File: src/rtl/decode_pkg.sv
// Shared field layout, decoded-instruction record and stage state for the
// multi-issue decode stage.
package decode_pkg;

    localparam int FLD_OP_W  = 4;
    localparam int FLD_REG_W = 4;
    localparam int FLD_IMM_W = 5;

    localparam int OP_LSB  = 28;
    localparam int DES_LSB = 24;
    localparam int S1_LSB  = 20;
    localparam int S2_LSB  = 16;
    localparam int IME_LSB = 0;

    localparam logic [FLD_OP_W-1:0] OP_NOP = 4'h0;

    typedef struct packed {
        logic [FLD_OP_W-1:0]  op;
        logic [FLD_REG_W-1:0] des;
        logic [FLD_REG_W-1:0] s1;
        logic [FLD_REG_W-1:0] s2;
        logic [FLD_IMM_W-1:0] ime;
    } decoded_t;

    typedef enum logic [0:0] {
        EMPTY = 1'b0,
        HOLD  = 1'b1
    } state_t;

endpackage

File: src/rtl/decode_field.sv
// Combinational extraction of the decoded fields from one instruction word.
module decode_field
    import decode_pkg::*;
#(
    parameter int INSTR_W = 32
) (
    input  logic [INSTR_W-1:0] instr,
    output decoded_t           dec
);

    logic unused_s;

    // Slice the fixed field positions out of the instruction word.
    always_comb begin
        dec.op  = instr[OP_LSB  +: FLD_OP_W];
        dec.des = instr[DES_LSB +: FLD_REG_W];
        dec.s1  = instr[S1_LSB  +: FLD_REG_W];
        dec.s2  = instr[S2_LSB  +: FLD_REG_W];
        dec.ime = instr[IME_LSB +: FLD_IMM_W];
    end

    // Bits between the immediate and s2 carry no meaning for this stage.
    assign unused_s = ^{instr[S2_LSB-1:IME_LSB+FLD_IMM_W], instr[INSTR_W-1:OP_LSB+FLD_OP_W-1] & 1'b0};

endmodule

File: src/rtl/decode_bundle.sv
// N-wide registered decode stage: holds one bundle and emits it as in-order
// issue groups that contain no intra-group RAW/WAW register dependency.
module decode_bundle
    import decode_pkg::*;
#(
    parameter int WIDTH   = 2,
    parameter int INSTR_W = 32,
    parameter int REG_W   = 4,
    parameter int IMM_W   = 5
) (
    input  logic                     clk,
    input  logic                     rst,
    input  logic                     in_valid,
    output logic                     in_ready,
    input  logic [WIDTH*INSTR_W-1:0] in_instr,
    input  logic [WIDTH-1:0]         in_mask,
    output logic                     out_valid,
    input  logic                     out_ready,
    output logic [WIDTH-1:0]         out_slot_valid,
    output logic [WIDTH*4-1:0]       out_op,
    output logic [WIDTH*4-1:0]       out_des,
    output logic [WIDTH*4-1:0]       out_s1,
    output logic [WIDTH*4-1:0]       out_s2,
    output logic [WIDTH*IMM_W-1:0]   out_ime,
    output logic                     out_last
);

    state_t                   state_r;
    state_t                   state_nxt_s;
    logic [WIDTH*INSTR_W-1:0] hold_instr_r;
    logic [WIDTH-1:0]         rem_mask_r;
    logic [WIDTH-1:0]         rem_nxt_s;
    logic [WIDTH-1:0]         group_s;
    decoded_t [WIDTH-1:0]     dec_s;
    logic                     out_fire_s;
    logic                     in_fire_s;

    // Lowest remaining slot always issues; later slots join until the first
    // one that reads or rewrites a register already written by the group.
    function automatic logic [WIDTH-1:0] form_group(input decoded_t [WIDTH-1:0] dec,
                                                    input logic [WIDTH-1:0] rem);
        logic [WIDTH-1:0]          grp;
        logic [2**FLD_REG_W-1:0]   wr;
        logic                      stop;
        grp  = '0;
        wr   = '0;
        stop = 1'b0;
        for (int j = 0; j < WIDTH; j++) begin
            if (rem[j] && !stop) begin
                if ((dec[j].op != OP_NOP) &&
                    (wr[dec[j].s1] || wr[dec[j].s2] || wr[dec[j].des])) begin
                    stop = 1'b1;
                end else begin
                    grp[j] = 1'b1;
                    if (dec[j].op != OP_NOP) begin
                        wr[dec[j].des] = 1'b1;
                    end else begin
                        wr = wr;
                    end
                end
            end else begin
                grp = grp;
            end
        end
        return grp;
    endfunction

    for (genvar g = 0; g < WIDTH; g++) begin : g_field
        decode_field #(.INSTR_W(INSTR_W)) u_field (
            .instr (hold_instr_r[g*INSTR_W +: INSTR_W]),
            .dec   (dec_s[g])
        );
    end

    assign group_s        = (state_r == HOLD) ? form_group(dec_s, rem_mask_r) : '0;
    assign out_valid      = (state_r == HOLD);
    assign out_slot_valid = group_s;
    assign out_last       = (state_r == HOLD) && (group_s == rem_mask_r);
    assign out_fire_s     = out_valid && out_ready;
    // Deliberate combinational path from out_ready for bubble-free bundles.
    assign in_ready       = !rst && ((state_r == EMPTY) || (out_fire_s && out_last));
    assign in_fire_s      = in_valid && in_ready;

    // Next remaining mask and state from the input and output handshakes.
    always_comb begin
        state_nxt_s = state_r;
        rem_nxt_s   = rem_mask_r;
        if (in_fire_s) begin
            rem_nxt_s   = in_mask;
            state_nxt_s = (in_mask != '0) ? HOLD : EMPTY;
        end else if (out_fire_s) begin
            rem_nxt_s   = rem_mask_r & ~group_s;
            state_nxt_s = (rem_nxt_s == '0) ? EMPTY : HOLD;
        end else begin
            state_nxt_s = state_r;
            rem_nxt_s   = rem_mask_r;
        end
    end

    // State, remaining mask and held bundle registers.
    always_ff @(posedge clk) begin
        if (rst) begin
            state_r      <= EMPTY;
            rem_mask_r   <= '0;
            hold_instr_r <= '0;
        end else begin
            state_r    <= state_nxt_s;
            rem_mask_r <= rem_nxt_s;
            if (in_fire_s) begin
                hold_instr_r <= in_instr;
            end
        end
    end

    // Pack the decoded hold-register fields onto the flat output buses.
    always_comb begin
        out_op  = '0;
        out_des = '0;
        out_s1  = '0;
        out_s2  = '0;
        out_ime = '0;
        for (int i = 0; i < WIDTH; i++) begin
            out_op[i*4 +: 4]         = dec_s[i].op;
            out_des[i*4 +: 4]        = dec_s[i].des;
            out_s1[i*4 +: 4]         = dec_s[i].s1;
            out_s2[i*4 +: 4]         = dec_s[i].s2;
            out_ime[i*IMM_W +: IMM_W] = dec_s[i].ime[IMM_W-1:0];
        end
    end

endmodule

File: config.mk
export PLATFORM = sky130hd
export DESIGN_NAME = decode_bundle
export DESIGN_NICKNAME = d
export VERILOG_FILES = /design/src/rtl/decode_pkg.sv /design/src/rtl/decode_field.sv /design/src/rtl/decode_bundle.sv
export SDC_FILE = /design/constraint.sdc
export NUM_CORES = 1
export LEC_CHECK = 0
export CORE_UTILIZATION = 41
export CTS_BUF_LIST = sky130_fd_sc_hd__clkbuf_4 sky130_fd_sc_hd__clkbuf_8
export CTS_CLUSTER_DIAMETER = 50
export DETAILED_ROUTE_END_ITERATION = 12
export GPL_TIMING_DRIVEN = 0
export PLACE_DENSITY = 0.88
export SYNTH_ARGS = -nofsm -noshare
export SYNTH_HDL_FRONTEND = slang
export SYNTH_SLANG_ARGS = --single-unit
File: constraint.sdc
create_clock -name clk -period 5.2 [get_ports clk]
set_input_delay 1.04 -clock clk [delete_from_list [all_inputs] [get_ports clk]]
set_output_delay 1.04 -clock clk [all_outputs]
set_load 0.01 [all_outputs]
**Word-level counts from Yosys, hierarchy flattened**

Memories as Yosys holds them, arrays and structs flattened. A register that Yosys moved wholly into a read port is not among the register bits.
Cells that the tools add are included.

- Magnitude comparators: 7
- Equality and inequality tests: 1
- Multiplexer cells: 33
- Bitwise logic cells: 3
- Reduce and logical (&&, ||, !) cells: 21

Operators by type and width:

| cell | count |
|---|---|
| $mux W16 | 3 |
| $lt A4 B5 Y1 const B | 6 |
| $mux W4 | 6 |
| $mux W1 | 17 |
| $bmux W1 S4 | 3 |
| $logic_and A1 B1 Y1 | 9 |
| $reduce_bool A4 Y1 | 2 |
| $mux W2 | 3 |
| $logic_or A1 B1 Y1 | 5 |
| $demux W1 S4 | 1 |
| $ge A4 B1 Y1 const B | 1 |
| $reduce_bool A2 Y1 | 2 |
| $and A2 B2 Y2 | 1 |
| $eq A2 B2 Y1 | 1 |
| $logic_not A1 Y1 | 2 |
| $logic_not A2 Y1 | 1 |
| $not A2 Y2 | 1 |
| $not A1 Y1 | 1 |

- Flip-flop bits (word level): 67
- Bits in read-only memories: 48
- Output and inout bits: 47
- Word-level logic and storage cells: 71
- Memories: 3

Memory list:

| memory | words | width | read ports | clocked after Yosys merged registers in | write ports | line | RTL |
|---|---|---|---|---|---|---|---|
| (name not given) | 16 | 1 | 1 | 1 | 0 | decode_bundle.sv:51 | `(wr[dec[j].s1] \|\| wr[dec[j].s2] \|\| wr[dec[j].des])) begin` |
| (name not given) | 16 | 1 | 1 | 1 | 0 | decode_bundle.sv:51 |  |
| (name not given) | 16 | 1 | 1 | 1 | 0 | decode_bundle.sv:51 |  |

**Longest topological paths before layout**

- Depth after elaboration: 23
- Gate-level depth with buffers: 11

**Modules after synthesis**

A second synthesis with hierarchy kept.

- Cells, all modules: 369
- Area, all modules: 3093.0 sq um

By module, submodules not included:

| module | instances | cells an instance | area each (sq um) | seq. area each (sq um) |
|---|---|---|---|---|
| decode_bundle | 1 | 327 | 2777.7 | 1341.3 |
| decode_field | 2 | 21 | 157.7 | 0.0 |

**Worst setup path after synthesis**

Ideal clock, no wire load.

- Kind: register to output
- Start point: register hold_instr_r[27]
- End point: output port in_ready
- Arrival time: 1603 ps
- Path slack: 2557 ps
- Cell stages (with the launch flop): 8
- Path through: dfxtp_1 -> xnor2_1 -> nand4_1 -> a311o_1 -> nand3_1 -> ha_1 -> nand2_1 -> a21oi_1

- Cells in the longest elaborated chain, start to end: 20
- Elaborated cells between the ends (all ways): 25
- Those cells by class: order compare: 2; eq/ne: 1; mux: 14; reduce/logical: 8

RTL lines:

| element | line | RTL |
|---|---|---|
| start: declaration | decode_bundle.sv:30 | `logic [WIDTH*INSTR_W-1:0] hold_instr_r;` |
| start signal: assignment | decode_bundle.sv:110 | `hold_instr_r <= in_instr;` |
| $lt A4 B5 Y1 (not written as such) or $ge A4 B1 Y1 (tied branches) | decode_bundle.sv:56 | `wr[dec[j].des] = 1'b1;` |
| $logic_and A1 B1 Y1 (not written as such) | decode_bundle.sv:56 |  |
| $mux W1 (not written as such) | decode_bundle.sv:56 |  |
| $demux W1 S4 (*) | decode_bundle.sv:56 |  |
| $mux W16 (*) | decode_bundle.sv:55 | `if (dec[j].op != OP_NOP) begin` |
| $mux W16 (*) | decode_bundle.sv:50 | `if ((dec[j].op != OP_NOP) &&` |
| $mux W16 (*) | decode_bundle.sv:49 | `if (rem[j] && !stop) begin` |
| $bmux W1 S4 | decode_bundle.sv:51 |  |
| (+4 left out) | - |  |
| $mux W1 (*) | decode_bundle.sv:50 |  |
| $mux W1 (*) | decode_bundle.sv:49 |  |
| $mux W2 (*) | decode_bundle.sv:75 | `assign group_s = (state_r == HOLD) ? form_group(dec_s, rem_mask_r) : '0;` |
| $eq A2 B2 Y1 (*) | decode_bundle.sv:78 | `assign out_last = (state_r == HOLD) && (group_s == rem_mask_r);` |
| $logic_and A1 B1 Y1 (*) | decode_bundle.sv:78 |  |
| $logic_and A1 B1 Y1 (*) | decode_bundle.sv:81 | `assign in_ready = !rst && ((state_r == EMPTY) \|\| (out_fire_s && out_last));` |
| $logic_or A1 B1 Y1 (*) | decode_bundle.sv:81 |  |
| $logic_and A1 B1 Y1 (*) | decode_bundle.sv:81 |  |
| end: declaration | decode_bundle.sv:14 | `output logic in_ready,` |

Every way passes the cells marked *; elsewhere a longest branch is shown, timed or not. The select of a mux whose other input is x is not followed.

**Final worst setup path**

- Start point: input port rst
- End point: output port in_ready

- Cells in the longest elaborated chain, start to end: 2

RTL lines:

| element | line | RTL |
|---|---|---|
| start: declaration | decode_bundle.sv:12 | `input logic rst,` |
| $logic_not A1 Y1 | decode_bundle.sv:81 |  |
| $logic_and A1 B1 Y1 | decode_bundle.sv:81 |  |

Every way passes these cells.

==> parameters.txt <==
Parameter                              Value

Timing
  Final setup slack of the worst path    1340 ps
  Highest clock frequency the design can meet    259 MHz
  Final count of negative-setup-slack endpoints    0
  Setup repair after global routing missed its margin    no
  Slew headroom    0.730
  Worst clock skew    9.19 ps
  Final hold viol count    0
  Worst hold slack after final layout    474 ps
  Final TNS setup    0 ps
  Final Cycle Share    0.743
  Count of final max-slew check failures    0
  Actual slew at the worst max-slew pin    405 ps
  Min cycle time layout    3860 ps

Logic synthesis
  Commonest cells post-synth    45 x sky130_fd_sc_hd__dfxtp_1, 45 x sky130_fd_sc_hd__nand2_1, 43 x sky130_fd_sc_hd__nand2b_1, 41 x sky130_fd_sc_hd__o21ai_0, 12 x sky130_fd_sc_hd__xnor2_1
  Synth unique cells    26
  Syn avg cell area    8.46 sq um
  Syn nets    295
  Area share of the largest cell type after synthesis    0.475
  Mux contribution to synthesized area    0.0112
  Netlist Area Pre-Place    0.00190 sq mm
  Adder-cell share of the synthesized area    0.00660
  Cells after Synth    224
  Post-synth EDFFs    0
  Synthesis Warnings    0
  Leading register cell type out of synthesis    sky130_fd_sc_hd__dfxtp_1
  Combinational family with the most area after synthesis    simple AND/OR/NAND/NOR gates
  Post-Synth XOR/XNOR Area    0.0554
  Largest cells by area after synthesis    sky130_fd_sc_hd__dfxtp_1 48%, sky130_fd_sc_hd__nand2b_1 14%, sky130_fd_sc_hd__o21ai_0 11%
  Post-synthesis share of cell area spent on and, or, nand and nor gates    0.265
  FF+latch count, synth    45
  Largest area contributor in the synthesized netlist    sky130_fd_sc_hd__dfxtp_1
  Synthesized-area fraction occupied by ao, oa, aoi and oai cells    0.146
  Asr flop ratio synth    0
  Portion of the post-synthesis area used by sequential elements    0.475

Power and ir drop
  Total power density per cell area    288 mW/mm^2
  Static leakage    1.09 nW
  Largest vdd supply drop    0.267 mV

Floorplanning
  Number of ports placed on the die boundary    117
  Initial cell density of the core    0.432
  Die extent in x    70.0 microns
  # rows    24
  Height of the die    70.0 microns
  Area of the core region    0.00438 sq mm
  Die area    0.00490 sq mm

Final layout
  Area taken by multi-input logic gates    917 sq um
  Final Core Density    0.692
  Fraction of final layout cells with drive strength greater than 1    0.0552
  Area of all sequential standard cells    901 sq um
  Antenna Diode Count    0
  Final-stage net count    396
  Fill cell total of the finished layout    378
  Area added between synthesis and finish    60.1%

Detailed routing
  Number of DRC violations after detailed-routing iteration 0    100
  Number of nets still failing antenna checks after routing    0
  Post-DR wirelength/cell    13.2 microns
  DR vias    1,833
  Count of TritonRoute iterations in the first routing pass    4
  DRC Markers    0
  Detailed-route wire length    5.00 mm
  Vias per inst    4.85

Outcome
  Outcome    finished, final reports clean

Worst hold path
  HP Class    register to register
  Hold Path Stages    2
  Launch point of the worst hold path    hold_instr_r[4]
  Endpoint of the worst hold path    hold_instr_r[4]

Setup path
  Worst r2r src    hold_instr_r[27]
  CP startpoint    rst
  R2R depth    9
  Data arrival at the endpoint of the critical path    2820 ps
  R2r setup slk    2640 ps
  Endpoint type of the worst setup path    primary output
  Required time at the worst-slack endpoint    4160 ps
  Crit path kind    input pin to primary output
  Kind of start point of the critical path    input pin
  Largest fanout on the critical path    10
  Destination of the worst register-to-register timing path    hold_instr_r[20]

CTS
  # hold bufs at CTS    0
  Insertion delay to the later sink of the worst-skew pair    300 ps
  Count of instances resized after the clock tree is built    0
  Number of clock sinks    45
  Number of buffers inserted during clock tree synthesis    5
  Clock Path Buffers    2
  Total number of H-tree levels    2
  CTS clk-pin slew, worst paths    80 ps
  Number of buffers inserted by post-CTS setup repair    0
  CTS tree    done
  Clock Root Buffer    sky130_fd_sc_hd__clkbuf_8

Global routing
  Pin count of the biggest net entering global routing    15
  Number of antenna violations at the first check in global routing    0
  Remaining global-route overflow    0
  Wire length of the first global-routing pass    8.29 mm
  Vias in the first global route    1,739
  Total global routing track utilization    0.217

Placement
  Dpl ws    1330 ps
  Count of buffers inserted at the top-level ports    94
  Post-detailed-placement half-perimeter wirelength    3.70 mm
  Routability congestion estimate from global placement    0.779

Run
  Number of max-cap violations    0
[layout make-up]
class / count / area share
Multi-Input combinational cell: 163 / 0.302
Clock buffer: 5 / 0.0227
Sequential cell: 45 / 0.297
Buffer: 15 / 0.0243
Timing Repair Buffer: 94 / 0.310
Tap cell: 52 / 0.0214
Inverter: 1 / 0.00124
Clock inverter: 3 / 0.0214
[critical path, cell delays in order]
cell and delay (ps):
sky130_fd_sc_hd__clkdlybuf4s50_1 520, sky130_fd_sc_hd__clkbuf_1 320, sky130_fd_sc_hd__clkbuf_1 380, sky130_fd_sc_hd__a21oi_1 70
sky130_fd_sc_hd__clkdlybuf4s50_1 490
[placed cells by master, fill, tap and decap left out, types with 2 or more instances in the layout]
cell type	instances
sky130_fd_sc_hd__nand2_1	45
sky130_fd_sc_hd__dfxtp_1	45
sky130_fd_sc_hd__clkdlybuf4s50_1	94
sky130_fd_sc_hd__buf_2	5
sky130_fd_sc_hd__and2_1	2
sky130_fd_sc_hd__o21ai_0	41
sky130_fd_sc_hd__nand2b_1	43
sky130_fd_sc_hd__clkbuf_1	8
sky130_fd_sc_hd__nor2_1	2
sky130_fd_sc_hd__nand4_1	3
sky130_fd_sc_hd__xnor2_1	12
sky130_fd_sc_hd__a21oi_1	3
sky130_fd_sc_hd__clkbuf_8	5
sky130_fd_sc_hd__bufinv_16	2
[per-stage QoR]
step / power [mW] / std cells / cell area (sq um)
after global placement: 0.568 / 370 / 2900
after global routing: 0.913 / 378 / 3040
after detailed placement: 0.572 / 370 / 2900
after CTS: 0.880 / 378 / 3040
final: 0.873 / 378 / 3040
after floorplan: 0.467 / 224 / 1900
[state kept, by name, indices dropped and copies added, names as in the netlist]
| name | flops |
|---|---|
| out_valid | 1 |
| hold_instr_r | 42 |
| rem_mask_r | 2 |
[worst max path at each step]
stage,end,cells after the start
floorplan,in_ready,7
global placement,in_ready,5
detailed placement,in_ready,5
CTS,in_ready,5
global route,in_ready,5
finish,in_ready,5
[logic make-up after synthesis]
| kind of cell | count (synthesis) |
|---|---|
| xor gates and xnor gates | 12 |
| and+or+nand+nor | 99 |
| buffers and inverters | 16 |
| adders and majority gates | 1 |
| AOI/OAI and AO/OA | 49 |
| DFF | 45 |
| muxes | 2 |
[per-layer routing]
metal | GRT usage | share of wire | vias up
li1 | - | - | 931
met1 | 0.276 | 0.44 | 846
met2 | 0.354 | 0.49 | 52
met3 | 0.0635 | 0.063 | 4
met4 | 0.0667 | 0.0062 | 0
met5 | 0 | 0 | -
[report_power, final]
group          internal [mW]  switching [mW]  leakage (nW)  total [mW]
clock                  0.191           0.119        0.0681       0.310
combinational          0.106          0.0651         0.652       0.171
sequential             0.371          0.0218         0.372       0.392
(Power assumes the default switching activity.)
